`src/rtl/acc_pkg.sv`:
```
// Shared encodings for the 16-bit accumulator unit: operations, FSM states
// and flag bit positions.
package acc_pkg;

    localparam int ACC_W = 16;

    typedef enum logic [1:0] {
        OP_CLR  = 2'b00,
        OP_LOAD = 2'b01,
        OP_ADD  = 2'b10,
        OP_SUB  = 2'b11
    } op_e;

    typedef enum logic [1:0] {
        ST_IDLE = 2'b00,
        ST_EXEC = 2'b01,
        ST_RESP = 2'b10
    } state_e;

    localparam int FLAG_SIGN   = 0;
    localparam int FLAG_PARITY = 1;
    localparam int FLAG_OV     = 2;
    localparam int FLAG_COUT   = 3;
    localparam int FLAG_ZERO   = 4;

    function automatic logic [4:0] pack_flags(input logic zero, input logic cout,
                                              input logic ov, input logic parity,
                                              input logic sign);
        logic [4:0] f;
        f              = '0;
        f[FLAG_ZERO]   = zero;
        f[FLAG_COUT]   = cout;
        f[FLAG_OV]     = ov;
        f[FLAG_PARITY] = parity;
        f[FLAG_SIGN]   = sign;
        return f;
    endfunction

endpackage

```
`src/rtl/hybrid_adder_16.sv`:
```
// 16-bit adder built from four 4-bit carry-lookahead groups whose group
// carries ripple from one group to the next.
module hybrid_adder_16 (
    input  logic [15:0] a,
    input  logic [15:0] b,
    input  logic        cin,
    output logic [15:0] sum,
    output logic        cout
);

    logic [4:0] gc;

    assign gc[0] = cin;

    genvar g;
    generate
        for (g = 0; g < 4; g++) begin : g_grp
            logic [3:0] p;
            logic [3:0] gn;
            logic [4:0] c;

            assign p  = a[4*g +: 4] ^ b[4*g +: 4];
            assign gn = a[4*g +: 4] & b[4*g +: 4];

            // Lookahead carries inside the group, all derived from the group carry-in
            assign c[0] = gc[g];
            assign c[1] = gn[0] | (p[0] & c[0]);
            assign c[2] = gn[1] | (p[1] & gn[0]) | (p[1] & p[0] & c[0]);
            assign c[3] = gn[2] | (p[2] & gn[1]) | (p[2] & p[1] & gn[0])
                        | (p[2] & p[1] & p[0] & c[0]);
            assign c[4] = gn[3] | (p[3] & gn[2]) | (p[3] & p[2] & gn[1])
                        | (p[3] & p[2] & p[1] & gn[0])
                        | (p[3] & p[2] & p[1] & p[0] & c[0]);

            assign sum[4*g +: 4] = p ^ c[3:0];
            assign gc[g+1]       = c[4];
        end
    endgenerate

    assign cout = gc[4];

endmodule

```
`src/rtl/acc_unit_16.sv`:
```
// Handshaked 16-bit accumulator (CLR/LOAD/ADD/SUB) with status flags.
// Define ACC_SAT_EN to saturate ADD/SUB results on signed overflow.
module acc_unit_16
    import acc_pkg::*;
#(
    parameter bit STICKY_OV = 1'b0
) (
    input  logic        clk,
    input  logic        rst,
    input  logic        in_valid,
    output logic        in_ready,
    input  logic [1:0]  in_op,
    input  logic [15:0] in_data,
    output logic        out_valid,
    input  logic        out_ready,
    output logic [15:0] acc,
    output logic [4:0]  flags
);

    state_e      state_q;
    state_e      state_d;
    op_e         op_q;
    logic [15:0] data_q;

    logic [15:0] add_b;
    logic        add_cin;
    logic [15:0] add_sum;
    logic        add_cout;
    logic        ov_raw;
    logic        is_arith;
    logic [15:0] acc_d;
    logic        cout_d;
    logic        ov_d;

    always_ff @(posedge clk or posedge rst) begin
        if (rst) begin
            state_q <= ST_IDLE;
        end else begin
            state_q <= state_d;
        end
    end

    always_comb begin
        state_d   = state_q;
        in_ready  = 1'b0;
        out_valid = 1'b0;
        case (state_q)
            ST_IDLE: begin
                in_ready = 1'b1;
                if (in_valid) begin
                    state_d = ST_EXEC;
                end
            end
            ST_EXEC: begin
                state_d = ST_RESP;
            end
            ST_RESP: begin
                out_valid = 1'b1;
                if (out_ready) begin
                    state_d = ST_IDLE;
                end
            end
            default: begin
                state_d = ST_IDLE;
            end
        endcase
    end

    always_ff @(posedge clk or posedge rst) begin
        if (rst) begin
            op_q   <= OP_CLR;
            data_q <= '0;
        end else if (in_valid && in_ready) begin
            op_q   <= op_e'(in_op);
            data_q <= in_data;
        end
    end

    // SUB is acc + ~operand + 1, so cout = 1 means no borrow occurred
    assign add_b   = (op_q == OP_SUB) ? ~data_q : data_q;
    assign add_cin = (op_q == OP_SUB);

    hybrid_adder_16 u_adder (
        .a    (acc),
        .b    (add_b),
        .cin  (add_cin),
        .sum  (add_sum),
        .cout (add_cout)
    );

    assign is_arith = (op_q == OP_ADD) || (op_q == OP_SUB);
    assign ov_raw   = (acc[15] == add_b[15]) && (add_sum[15] != acc[15]);

    always_comb begin
        acc_d  = '0;
        cout_d = 1'b0;
        ov_d   = 1'b0;
        case (op_q)
            OP_CLR:  acc_d = '0;
            OP_LOAD: acc_d = data_q;
            default: begin
                acc_d  = add_sum;
                cout_d = add_cout;
                ov_d   = ov_raw;
`ifdef ACC_SAT_EN
                // On overflow both adder operands share acc's sign, which picks the rail
                if (ov_raw) begin
                    acc_d = acc[15] ? 16'h8000 : 16'h7FFF;
                end
`endif
            end
        endcase
        if (STICKY_OV && is_arith) begin
            ov_d = ov_d | flags[FLAG_OV];
        end
    end

    always_ff @(posedge clk or posedge rst) begin
        if (rst) begin
            acc   <= '0;
            flags <= '0;
        end else if (state_q == ST_EXEC) begin
            acc   <= acc_d;
            flags <= pack_flags(acc_d == 16'h0000, cout_d, ov_d, ~^acc_d, acc_d[15]);
        end
    end

endmodule

```
`config.mk`:
```
export PLATFORM = sky130hd
export DESIGN_NAME = acc_unit_16
export DESIGN_NICKNAME = d
export VERILOG_FILES = /design/src/rtl/acc_pkg.sv /design/src/rtl/hybrid_adder_16.sv /design/src/rtl/acc_unit_16.sv
export SDC_FILE = /design/constraint.sdc
export NUM_CORES = 1
export LEC_CHECK = 0
export BUFFER_PORTS_ARGS = -buffer_cell sky130_fd_sc_hd__buf_2
export CAP_MARGIN = 15
export CORE_UTILIZATION = 30
export CTS_BUF_LIST = sky130_fd_sc_hd__clkbuf_4 sky130_fd_sc_hd__clkbuf_8
export DETAILED_ROUTE_END_ITERATION = 16
export PLACE_DENSITY = 0.58
export REMOVE_ABC_BUFFERS = 1
export SYNTH_ARGS = -nofsm -noshare
export SYNTH_HDL_FRONTEND = slang
export SYNTH_SLANG_ARGS = --single-unit
```
`constraint.sdc`:
```
create_clock -name clk -period 12.71 [get_ports clk]
set_input_delay 2.542 -clock clk [delete_from_list [all_inputs] [get_ports clk]]
set_output_delay 2.542 -clock clk [all_outputs]
set_load 0.02 [all_outputs]
```
# After elaboration in Yosys (flattened, before gate mapping)
# Cells that the tools add are included.
[word_totals] elab_cells=147 input_bits=22 register_bits=41 out_inout_bits=23
[op_classes] n_eq_ne=8 n_mux=9 n_reduce_logical=8 n_bitwise=117
[op_table] operator="$and A1 B1 Y1" count=64
[op_table] operator="$or A1 B1 Y1" count=40
[op_table] operator="$pmux W16 S2" count=1
[op_table] operator="$xor A4 B4 Y4" count=8
[op_table] operator="$and A4 B4 Y4" count=4
[op_table] operator="$logic_not A16 Y1" count=1
[op_table] operator="$mux W16" count=1
[op_table] operator="$not A16 Y16" count=1
[op_table] operator="$reduce_xnor A16 Y1" count=1
[op_table] operator="$pmux W2 S3" count=1
[op_table] operator="$eq A2 B1 Y1 const B" count=2
[op_table] operator="$eq A2 B2 Y1 const B" count=2
[op_table] operator="$logic_not A2 Y1" count=2
[op_table] operator="$mux W1" count=4
[op_table] operator="$mux W2" count=2
[op_table] operator="$ne A2 B2 Y1 const B" count=2
[op_table] operator="$logic_and A1 B1 Y1" count=2
[op_table] operator="$reduce_and A2 Y1" count=1
[op_table] operator="$reduce_or A2 Y1" count=1
[op_table] operator="$eq A1 B1 Y1" count=1
[op_table] operator="$ne A1 B1 Y1" count=1

# Depth between registers and ports, before layout
# Gate-level depths: netlist (run 1).
[logic_depth] word_depth=18 depth_mapped=18 ltp_nobuf=16

# Modules after synthesis
# A second synthesis (run 1) with hierarchy kept.
[unflattened] hier_cells=269 hier_area_um2=2733.9
[modules_own_cells] module="acc_unit_16" n_inst=1 area_each_um2=2060.7 seq_area_each_um2=1001.0 cells_each=184
[modules_own_cells] module="hybrid_adder_16" n_inst=1 area_each_um2=673.1 seq_area_each_um2=0.0 cells_each=85

# Least setup slack after synthesis (run 1)
# OpenSTA, ideal clock, no wires.
[synth_path] kind="reg2reg" startpoint="reg op_q[1]" endpoint="reg flags[1]" setup_time_ns=0.135 required_ns=12.575 arrival_time_ns=4.062 synth_period_minus_slack_ns=4.197 n_path_buf=2 slack_ns=8.513 path_stages_with_launch=18 cell_sequence="dfrtp_1 clkbuf_1 nand2_1 buf_2 xnor2_1 ha_1 nand3_1 a21o_1 a211o_1 and2_1 o21ai_0 fa_1 a22oi_1 ha_1 xor2_1 xnor2_1 xnor2_1 o21ai_0"
[synth_between] elab_chain_cells=17 word_cells_on_any_way=111 classes_between="eq/ne (2); mux (2); bitwise (105); reduce/logical (2)"
[synth_rtl] item="from (decl)" line_no="acc_unit_16.sv:22" source="op_e op_q;"
[synth_rtl] item="from (signal assigned)" line_no="acc_unit_16.sv:74" source="op_q <= op_e'(in_op);"
[synth_rtl] item="$eq A2 B2 Y1"
[synth_rtl] item="$mux W16" line_no="acc_unit_16.sv:80" source="assign add_b = (op_q == OP_SUB) ? ~data_q : data_q;"
[synth_rtl] item="$xor A4 B4 Y4 or $and A4 B4 Y4 (tied branches)" line_no="hybrid_adder_16.sv:22, hybrid_adder_16.sv:23"
[synth_rtl] item="$and A1 B1 Y1, on equally long branches" line_no="hybrid_adder_16.sv:31, hybrid_adder_16.sv:32, hybrid_adder_16.sv:33"
[synth_rtl] item="$or A1 B1 Y1 (tied with other cells) (2 in series)" line_no="hybrid_adder_16.sv:31" source="assign c[4] = gn[3] | (p[3] & gn[2]) | (p[3] & p[2] & gn[1])"
[synth_rtl] item="$or A1 B1 Y1 or $and A1 B1 Y1 (tied branches)" line_no="hybrid_adder_16.sv:32, hybrid_adder_16.sv:33"
[synth_rtl] item="$or A1 B1 Y1" line_no="hybrid_adder_16.sv:33" source="| (p[3] & p[2] & p[1] & p[0] & c[0]);"
[synth_rtl] item="$and A1 B1 Y1" line_no="hybrid_adder_16.sv:33"
[synth_rtl] item="$or A1 B1 Y1" line_no="hybrid_adder_16.sv:33"
[synth_rtl] item="$and A1 B1 Y1" line_no="hybrid_adder_16.sv:33"
[synth_rtl] item="$or A1 B1 Y1" line_no="hybrid_adder_16.sv:33"
[synth_rtl] item="$and A1 B1 Y1, on equally long branches" line_no="hybrid_adder_16.sv:27, hybrid_adder_16.sv:28, hybrid_adder_16.sv:30"
[synth_rtl] item="$or A1 B1 Y1, on equally long branches" line_no="hybrid_adder_16.sv:27, hybrid_adder_16.sv:28, hybrid_adder_16.sv:30"
[synth_rtl] item="$xor A4 B4 Y4" line_no="hybrid_adder_16.sv:35" source="assign sum[4*g +: 4] = p ^ c[3:0];"
[synth_rtl] item="$pmux W16 S2 *" line_no="acc_unit_16.sv:98" source="case (op_q)"
[synth_rtl] item="$reduce_xnor A16 Y1 *" line_no="acc_unit_16.sv:124" source="flags <= pack_flags(acc_d == 16'h0000, cout_d, ov_d, ~^acc_d, acc_d[15]);"
[synth_rtl] item="to (signal assigned)" line_no="acc_unit_16.sv:124"
[synth_rtl] item="to (decl)" line_no="acc_unit_16.sv:17" source="output logic [4:0] flags"
# Every way passes the cells marked *; elsewhere a longest branch is shown, timed or not.
# A chain may end at the register's enable or synchronous reset.

# Worst setup path after layout (run 1)
# Ends and elaborated chain as after synthesis.

==> results of run 1 <==
[logic make-up after synthesis]
group,synth area share [%]
AND/OR/NAND/NOR,14.4
AO/OA/AOI/OAI,17.4
flip-flops,35.1
XOR/XNOR,9.20
adder cells (fa/ha/maj),12.6
buffers and inverters,3.51
multiplexers,7.89
[cell usage in the layout (no fill, tap or decap), types with 5 or more instances in the layout]
master,synthesis,layout
a21oi_1,8,8
a22oi_1,11,11
buf_2,2,44
clkbuf_8,0,7
dfrtp_1,40,40
ha_1,24,24
inv_1,8,8
mux2_2,20,20
nand2_1,33,33
nand2b_1,5,5
nand3_1,6,6
nor2_1,17,17
o21ai_0,21,21
xnor2_1,25,25
xor2_1,5,5
[stage by stage]
step | utilization [%] | cells
2_1_floorplan | - | 283
3_3_place_gp | 34.4 | 458
3_5_place_dp | 34.4 | 458
4_1_cts | 35.8 | 466
5_1_grt | 35.8 | 466
6_report | 35.8 | 466
[area by class of cell]
type / count / area, µm²
fillers: 965 / 5930
multi-input cells: 235 / 1750
flip-flops and latches: 40 / 1000
repair buffers: 46 / 235
well taps: 129 / 161
clock buffers: 7 / 96.3
clock inverters: 1 / 30.0
inverters: 8 / 30.0
[state kept, by name, indices dropped and copies added (netlist names)]
| register | count |
|---|---|
| data_q | 16 |
| flags | 5 |
| op_q | 2 |
| state_q | 2 |
| acc | 15 |
[worst min-delay path by stage]
| stage | depth (start not counted) | from | end | slack (ns) |
|---|---|---|---|---|
| final | 2 | flags[4] | flags[4] | 0.51 |
| after detailed placement | 2 | flags[4] | flags[4] | 0.50 |
| after floorplan | 1 | data_q[1] | data_q[1] | 0.52 |
| after global routing | 2 | flags[4] | flags[4] | 0.53 |
| after CTS | 2 | flags[4] | flags[4] | 0.52 |
| after global placement | 2 | flags[4] | flags[4] | 0.48 |
[worst max-delay path: stages, from the launching register on]
cell	delay, ns
dfrtp_1	1.07
nand2_1	0.86
xnor2_1	0.33
ha_1	0.39
nand4_1	0.13
a21o_1	0.25
a211o_1	0.37
and2_1	0.21
o21ai_0	0.23
fa_1	0.45
a22oi_1	0.24
ha_1	0.30
xor2_1	0.16
xnor2_1	0.19
xnor2_1	0.13
o21ai_0	0.09
[routing by layer]
metal / share of wire (%) / vias to the layer above
met1: 46 / 1126
met2: 47 / 57
li1: - / 1152
met5: 0 / -
met4: 1.2 / 0
met3: 5.2 / 9
==> flow_metrics.env, run 1 <==
export IMPL_vias=2344
export IMPL_clkSinkCount=40
export IMPL_layout_nets=385
export IMPL_finalWorstSetupSlack_ns=7.18
export IMPL_worst_slew_pin_slew_ns=1.14
export IMPL_skew_ns=0.00777
export IMPL_worst_hold_slack_ns=0.509
export IMPL_r2r_start="op_q[1]"
export IMPL_maxSlewViolCount=0
export IMPL_syn_inst=299
export IMPL_fin_crit_sh_pct=43.5
export IMPL_synth_area_um2=2860
export IMPL_cp_end_kind="flop"
export IMPL_first_iter_violations=114
export IMPL_via_per_inst=5.03
export IMPL_grt_busiest_layer="met2"
export IMPL_wl_per_cell_um=14.1
export IMPL_ys_seq_elements=40
export IMPL_status="completed"
export IMPL_dpl_hpwl_mm=4.93
export IMPL_setup_tns_ns=0
export IMPL_die_y_um=99.6
export IMPL_hold_class="reg -> reg"
export IMPL_hold_viol_final=0
export IMPL_cts_tree="done"
export IMPL_crit_path_end="flags[1]"
export IMPL_synth_top_area_share_pct=35.1
export IMPL_first_pass_iters=4
export IMPL_final_area_um2=3310
export IMPL_io_pins=45
export IMPL_drc=0
export IMPL_avgSynthCellArea_um2=9.55
export IMPL_crit_type="reg -> reg"
export IMPL_hold_buffers=0
export IMPL_cp_required_ns=12.89
export IMPL_drv_cap=0
export IMPL_setup_viol=0
export IMPL_grt_max_degree=41
export IMPL_yosys_top_cells_area="dfrtp_1 (35%), ha_1 (11%), mux2_2 (7.9%), xnor2_1 (7.7%), nand2_1 (4.3%)"
export IMPL_dieWidth_um=99.6
export IMPL_place_area_um2=3180
export IMPL_yosys_top_cells_count="dfrtp_1 (40), nand2_1 (33), xnor2_1 (25), ha_1 (24), o21ai_0 (21)"
export IMPL_postSynth_asyncResetShare_pct=100
export IMPL_grtUsageMet3_pct=2.88
export IMPL_use_met2_pct=24.1
export IMPL_yosysMostFrequentCell="dfrtp_1"
export IMPL_place_congestion=0.796
export IMPL_yosysTopAreaCell="dfrtp_1"
export IMPL_synth_edf_count=0
export IMPL_rsz0062_at_grt="false"
export IMPL_yosysWarnings=0
export IMPL_reg2reg_to="flags[1]"
export IMPL_diodes=0
export IMPL_gr_usage_all_layers_pct=14.3
export IMPL_finalCriticalPeriod_ns=5.53
export IMPL_ctsRootBufferMaster="clkbuf_8"
export IMPL_cts_resized=0
export IMPL_drive_gt1_share_pct=23.1
export IMPL_syn_to_final_growth_pct=15.9
export IMPL_use_met1_pct=18.4
export IMPL_path_clk_slew_ns=0.08
export IMPL_worst_path_max_fanout=34
export IMPL_crit_start="op_q[1]"
export IMPL_die_area_um2=9910
export IMPL_rr_worst_depth=15
export IMPL_ys_flop_type="dfrtp_1"
export IMPL_place_ws_ns=7.16
export IMPL_max_clock_path_buffers=2
export IMPL_max_freq_ghz=0.181
export IMPL_start_util_pct=30.9
export IMPL_clk_latency_ns=0.30
export IMPL_core_um2=9240
export IMPL_ctsHtreeMaxLevel=2
export IMPL_post_cts_setup_buffers=0
export IMPL_grt_pass1_vias=2324
export IMPL_slew_headroom_pct=23.9
export IMPL_antenna_found_initial=0
export IMPL_cts_buffers=5
export IMPL_ys_seq_area_share_pct=35.1
export IMPL_reg2reg_setup_slack_ns=7.18
export IMPL_cp_arrival_ns=5.72
export IMPL_portBuffers=44
export IMPL_placementRows=35
export IMPL_gr_total_overflow=0
export IMPL_totalWireLength_mm=6.58
export IMPL_cp_start_kind="flop"
export IMPL_synth_cell_types=46
export IMPL_ant_nets=0
export IMPL_grt_pass1_wl_mm=11.1
Power of run 1 is left out: the tool's default activity adds up to more than one toggle a clock period on the data nets, which glitch-free logic cannot reach.
==> run 2, diff against run 1 <==
--- a/config.mk
+++ b/config.mk
@@ -10,7 +10,7 @@
 export CORE_UTILIZATION = 30
 export CTS_BUF_LIST = sky130_fd_sc_hd__clkbuf_4 sky130_fd_sc_hd__clkbuf_8
 export DETAILED_ROUTE_END_ITERATION = 16
-export PLACE_DENSITY = 0.58
+export PLACE_DENSITY = 0.59
 export REMOVE_ABC_BUFFERS = 1
 export SYNTH_ARGS = -nofsm -noshare
 export SYNTH_HDL_FRONTEND = slang
==> constraint.sdc (replaced) <==
create_clock -name clk -period 4.8 [get_ports clk]
set_input_delay 0.96 -clock clk [delete_from_list [all_inputs] [get_ports clk]]
set_output_delay 0.96 -clock clk [all_outputs]
set_load 0.02 [all_outputs]
==> run 2 against run 1 <==
  * Worst hold slack gained 0.0035 ns
  * Register-to-register slack lost 6.7 ns
  * Design area grew 0.23%
  * Sequential share of layout area shrank 0.069 points
  * Sequential cell count is the same
  * Fmax grew 28%
  * Critical path depth is the same
  * First-iteration DRC count grew 32%
  * Count of clock-buffer cells in the layout grew 1
==> flow_metrics.env, run 2 (same netlist as run 1, synthesis figures left out) <==
export IMPL_grt_max_degree=41
export IMPL_crit_type="reg -> reg"
export IMPL_gr_total_overflow=0
export IMPL_crit_path_end="flags[1]"
export IMPL_status="completed"
export IMPL_first_pass_iters=4
export IMPL_gr_usage_all_layers_pct=15.0
export IMPL_final_cell_mix="buf_2 (44), dfrtp_1 (40), nand2_1 (32)"
export IMPL_final_common_cell="buf_2"
export IMPL_crit_top_cell="xnor2_1"
export IMPL_crit_path_max_incr_delay_ns=0.56
export IMPL_cp_end_kind="flop"
export IMPL_layout_nets=389
export IMPL_hold_buffers=0
export IMPL_cts_tree="done"
export IMPL_ctsHtreeMaxLevel=2
export IMPL_cp_required_ns=4.98
export IMPL_wl_per_cell_um=14.8
export IMPL_cts_buffers=5
export IMPL_worstSetupPathDepth=15
export IMPL_top_regs="data_q (16), acc (15), flags (5)"
export IMPL_crit_start="op_q[0]"
export IMPL_drc=0
export IMPL_place_congestion=0.829
export IMPL_cp_arrival_ns=4.49
export IMPL_fin_crit_sh_pct=89.8
export IMPL_setup_tns_ns=0
export IMPL_max_clock_path_buffers=2
export IMPL_via_per_inst=4.98
export IMPL_dpl_hpwl_mm=5.10
export IMPL_diodes=0
export IMPL_maxSlewViolCount=0
export IMPL_ant_nets=0
export IMPL_top_register="data_q"
export IMPL_die_area_um2=9910
export IMPL_dieWidth_um=99.6
export IMPL_r2r_start="op_q[0]"
export IMPL_worst_slew_pin_slew_ns=0.927
export IMPL_drv_cap=0
export IMPL_cts_resized=0
export IMPL_rsz0062_at_grt="false"
export IMPL_totalWireLength_mm=6.95
export IMPL_drive_gt1_share_pct=24.3
export IMPL_io_pins=45
export IMPL_worst_path_max_fanout=12
export IMPL_vias=2339
export IMPL_cp_buffers_inverters=0
export IMPL_fillers=955
export IMPL_clkSinkCount=40
export IMPL_hold_viol_final=0
export IMPL_placementRows=35
export IMPL_max_freq_ghz=0.232
export IMPL_start_util_pct=30.9
export IMPL_clk_latency_ns=0.30
export IMPL_core_um2=9240
export IMPL_post_cts_setup_buffers=0
export IMPL_cp_slowest_cell="dfrtp_1"
export IMPL_largest_register_ffs=16
export IMPL_cp_start_kind="flop"
export IMPL_hold_class="reg -> reg"
export IMPL_rr_worst_depth=15
export IMPL_grt_pass1_vias=2309
export IMPL_reg2reg_to="flags[1]"
export IMPL_portBuffers=44
export IMPL_setup_viol=0
export IMPL_skew_ns=0.00548
export IMPL_reg2reg_setup_slack_ns=0.49
export IMPL_first_iter_violations=151
export IMPL_finalCriticalPeriod_ns=4.31
export IMPL_ctsRootBufferMaster="clkbuf_8"
export IMPL_die_y_um=99.6
export IMPL_grt_pass1_wl_mm=11.7
export IMPL_antenna_found_initial=0
export IMPL_syn_to_final_growth_pct=16.1
export IMPL_path_clk_slew_ns=0.08
export IMPL_slew_headroom_pct=38.2
export IMPL_path_cells="nand2_2 -> xnor2_1 -> ha_1 -> nand4_1 -> a21o_1 -> a211o_1 -> and2_1 -> o21ai_0 -> fa_1 -> a22oi_1 -> ha_1 -> xor2_1 -> xnor2_1 -> xnor2_1 -> o21ai_0"
export IMPL_critPathTopFamily="compound AO/OA/AOI/OAI gates"
## run 2: cell types whose count changed in the layout (fill, tap and decap cells not counted), sizes merged
cell	previous run	this run
buf	46	50
bufinv	1	0
clkbuf	7	8
## run 2: per-layer routing
layer	share of wire, %	global-route usage (%)	up-vias
met1	50	21.4	1120
li1	-	-	1160
met4	0.94	3.39	0
met3	3.5	2.39	6
met5	0	0	-
met2	45	23.9	53
## run 2: tightest hold or removal path: cells and delay by family, from the launching register on
family           cells  cell delay, ns
AO/OA/AOI/OAI        1            0.07
flip-flops           1            0.36
AND/OR/NAND/NOR      1            0.05
## run 2: per-stage QoR
stage,hold slack [ns],utilization (%),worst slack [ns],area [µm²],instances
floorplan,0.521,-,0.114,2790,283
global placement,0.487,34.7,0.495,3200,461
detailed placement,0.478,34.7,0.241,3200,461
CTS,0.515,35.7,0.236,3300,469
global route,0.547,35.9,0.113,3320,470
finish,0.513,35.9,0.489,3320,470
## run 2: cell type report
type	instances	area (µm²)	share of cell area [%]
Timing Repair Buffer	50	269	8.11
Inverter	8	30.0	0.906
Clock buffer	8	97.6	2.94
Sequential cell	40	1000	30.2
Tap cell	129	161	4.87
Multi-Input combinational cell	235	1760	53.0
## run 2: how the worst min path moves through the flow
| stage | start | cells past startpoint | to |
|---|---|---|---|
| floorplan | data_q[1] | 1 | data_q[1] |
| global placement | flags[4] | 2 | flags[4] |
| detailed placement | flags[4] | 2 | flags[4] |
| CTS | flags[4] | 2 | flags[4] |
| global route | acc[9] | 2 | acc[9] |
| finish | flags[4] | 2 | flags[4] |
Power of run 2 is left out for the same reason.
==> run 3, diff against run 2 <==
--- a/config.mk
+++ b/config.mk
@@ -7,10 +7,12 @@
 export LEC_CHECK = 0
 export BUFFER_PORTS_ARGS = -buffer_cell sky130_fd_sc_hd__buf_2
 export CAP_MARGIN = 15
+export CELL_PAD_IN_SITES_DETAIL_PLACEMENT = 1
+export CELL_PAD_IN_SITES_GLOBAL_PLACEMENT = 1
 export CORE_UTILIZATION = 30
 export CTS_BUF_LIST = sky130_fd_sc_hd__clkbuf_4 sky130_fd_sc_hd__clkbuf_8
 export DETAILED_ROUTE_END_ITERATION = 16
-export PLACE_DENSITY = 0.59
+export PLACE_DENSITY = 0.71
 export REMOVE_ABC_BUFFERS = 1
 export SYNTH_ARGS = -nofsm -noshare
 export SYNTH_HDL_FRONTEND = slang
==> run 3 against run 2 <==
  * First-iteration DRC count fell by 55%
  * Sequential cell count stayed put
  * Critical path depth up 1
  * Wire length up 7.5%
  * Register-to-register slack improved by 0.06 ns
  * Non-clock buffer count stayed put
  * Global-route usage grew 1.3 points
  * Count of clock-buffer cells in the layout is the same
  * Critical path type unchanged
  * Highest routed layer unchanged
==> flow_metrics.env, run 3 (same netlist as run 1, synthesis figures left out) <==
export IMPL_hold_buffers=0
export IMPL_diodes=0
export IMPL_ctsRootBufferMaster="clkbuf_8"
export IMPL_cp_start_kind="flop"
export IMPL_slew_headroom_pct=25.9
export IMPL_rsz0062_at_grt="false"
export IMPL_largest_register_ffs=16
export IMPL_crit_top_cell="xnor2_1"
export IMPL_io_pins=45
export IMPL_first_pass_iters=4
export IMPL_ant_nets=0
export IMPL_cp_required_ns=4.98
export IMPL_path_clk_slew_ns=0.08
export IMPL_grt_max_degree=37
export IMPL_cts_tree="done"
export IMPL_gr_total_overflow=0
export IMPL_drc=0
export IMPL_worst_slew_pin_slew_ns=1.11
export IMPL_crit_path_end="flags[1]"
export IMPL_drv_cap=0
export IMPL_place_area_um2=3210
export IMPL_via_per_inst=5.04
export IMPL_core_um2=9240
export IMPL_drive_gt1_share_pct=24.0
export IMPL_die_area_um2=9910
export IMPL_reg2reg_to="flags[1]"
export IMPL_top_register="data_q"
export IMPL_setup_viol=0
export IMPL_cts_buffers=5
export IMPL_min_path_cells=2
export IMPL_worst_path_max_fanout=10
export IMPL_die_y_um=99.6
export IMPL_post_cts_setup_buffers=0
export IMPL_place_congestion=0.883
export IMPL_layout_nets=389
export IMPL_grt_pass1_vias=2502
export IMPL_dpl_hpwl_mm=5.72
export IMPL_gr_usage_all_layers_pct=16.3
export IMPL_dieWidth_um=99.6
export IMPL_reg2reg_setup_slack_ns=0.55
export IMPL_crit_start="op_q[0]"
export IMPL_antenna_found_initial=0
export IMPL_max_freq_ghz=0.235
export IMPL_finalCriticalPeriod_ns=4.25
export IMPL_dp_cells=462
export IMPL_path_cells="nand2_1 -> buf_4 -> xnor2_1 -> ha_1 -> nand4_1 -> a21o_1 -> a211o_1 -> and2_1 -> o21ai_0 -> fa_1 -> a22oi_1 -> ha_1 -> xor2_1 -> xnor2_1 -> xnor2_1 -> o21ai_0"
export IMPL_rr_worst_depth=16
export IMPL_grt_pass1_wl_mm=12.6
export IMPL_setup_tns_ns=0
export IMPL_first_iter_violations=68
export IMPL_r2r_start="op_q[0]"
export IMPL_hold_class="reg -> reg"
export IMPL_totalWireLength_mm=7.47
export IMPL_cp_arrival_ns=4.43
export IMPL_final_common_cell="buf_2"
export IMPL_cp_end_kind="flop"
export IMPL_final_cell_mix="buf_2 (44), dfrtp_1 (40), nand2_1 (33)"
export IMPL_cp_slowest_cell="dfrtp_1"
export IMPL_hold_viol_final=0
export IMPL_start_util_pct=30.9
export IMPL_skew_ns=0.00433
export IMPL_fin_crit_sh_pct=88.6
export IMPL_status="completed"
export IMPL_placementRows=35
export IMPL_clk_latency_ns=0.30
export IMPL_clkSinkCount=40
export IMPL_top_regs="data_q (16), acc (15), flags (5)"
export IMPL_max_clock_path_buffers=2
export IMPL_portBuffers=44
export IMPL_maxSlewViolCount=0
export IMPL_crit_path_max_incr_delay_ns=0.55
export IMPL_vias=2369
export IMPL_fin_cells=470
export IMPL_final_area_um2=3310
export IMPL_cts_resized=0
export IMPL_wl_per_cell_um=15.9
export IMPL_ctsHtreeMaxLevel=2
export IMPL_crit_type="reg -> reg"
export IMPL_syn_to_final_growth_pct=15.9
-- run 3: cell count changes in the layout (fill, tap and decap cells not counted) --
cell     change
buf_4        +1
buf_6        -1
nand2_1      +1
nand2_2      -1
-- run 3: through the flow --
step           util, %  hold slack, ns  worst slack, ns
4_1_cts           35.8           0.519            0.531
2_1_floorplan        -           0.521            0.114
6_report          35.8           0.513            0.547
5_1_grt           35.8           0.534            0.216
3_3_place_gp      34.8           0.486            0.703
3_5_place_dp      34.8           0.496            0.528
-- run 3: worst min path at each step --
| stage | start | to | slack, ns |
|---|---|---|---|
| after floorplan | data_q[1] | data_q[1] | 0.52 |
| final | flags[4] | flags[4] | 0.51 |
| after global routing | flags[4] | flags[4] | 0.53 |
| after CTS | flags[4] | flags[4] | 0.52 |
| after detailed placement | flags[4] | flags[4] | 0.50 |
| after global placement | flags[4] | flags[4] | 0.49 |
-- run 3: layer usage --
layer | GRT usage, % | wire length, µm | up-vias | part of all wire [%]
li1 | - | - | 1152 | -
met1 | 21.2 | 3560 | 1160 | 48
met2 | 28.0 | 3590 | 46 | 48
met3 | 2.46 | 204 | 11 | 2.7
met4 | 5.09 | 113 | 0 | 1.5
met5 | 0 | 0 | - | 0
-- run 3: cell type report --
cell class              count  area, µm²
fillers                  1092       5930
repair buffers             50        265
clock buffers               8       97.6
well taps                 129        161
flip-flops and latches     40       1000
multi-input cells         235       1750
inverters                   8       30.0
-- run 3: worst max-delay path, delay by kind of cell (launching register included) --
kind                     cells  cell delay [ns]
AO/OA/AOI/OAI                5             1.16
XOR/XNOR                     4             0.61
adder cells (fa/ha/maj)      3             1.09
buffers and inverters        1             0.22
flip-flops                   1             0.55
AND/OR/NAND/NOR              3             0.49
Power of run 3 is left out for the same reason.
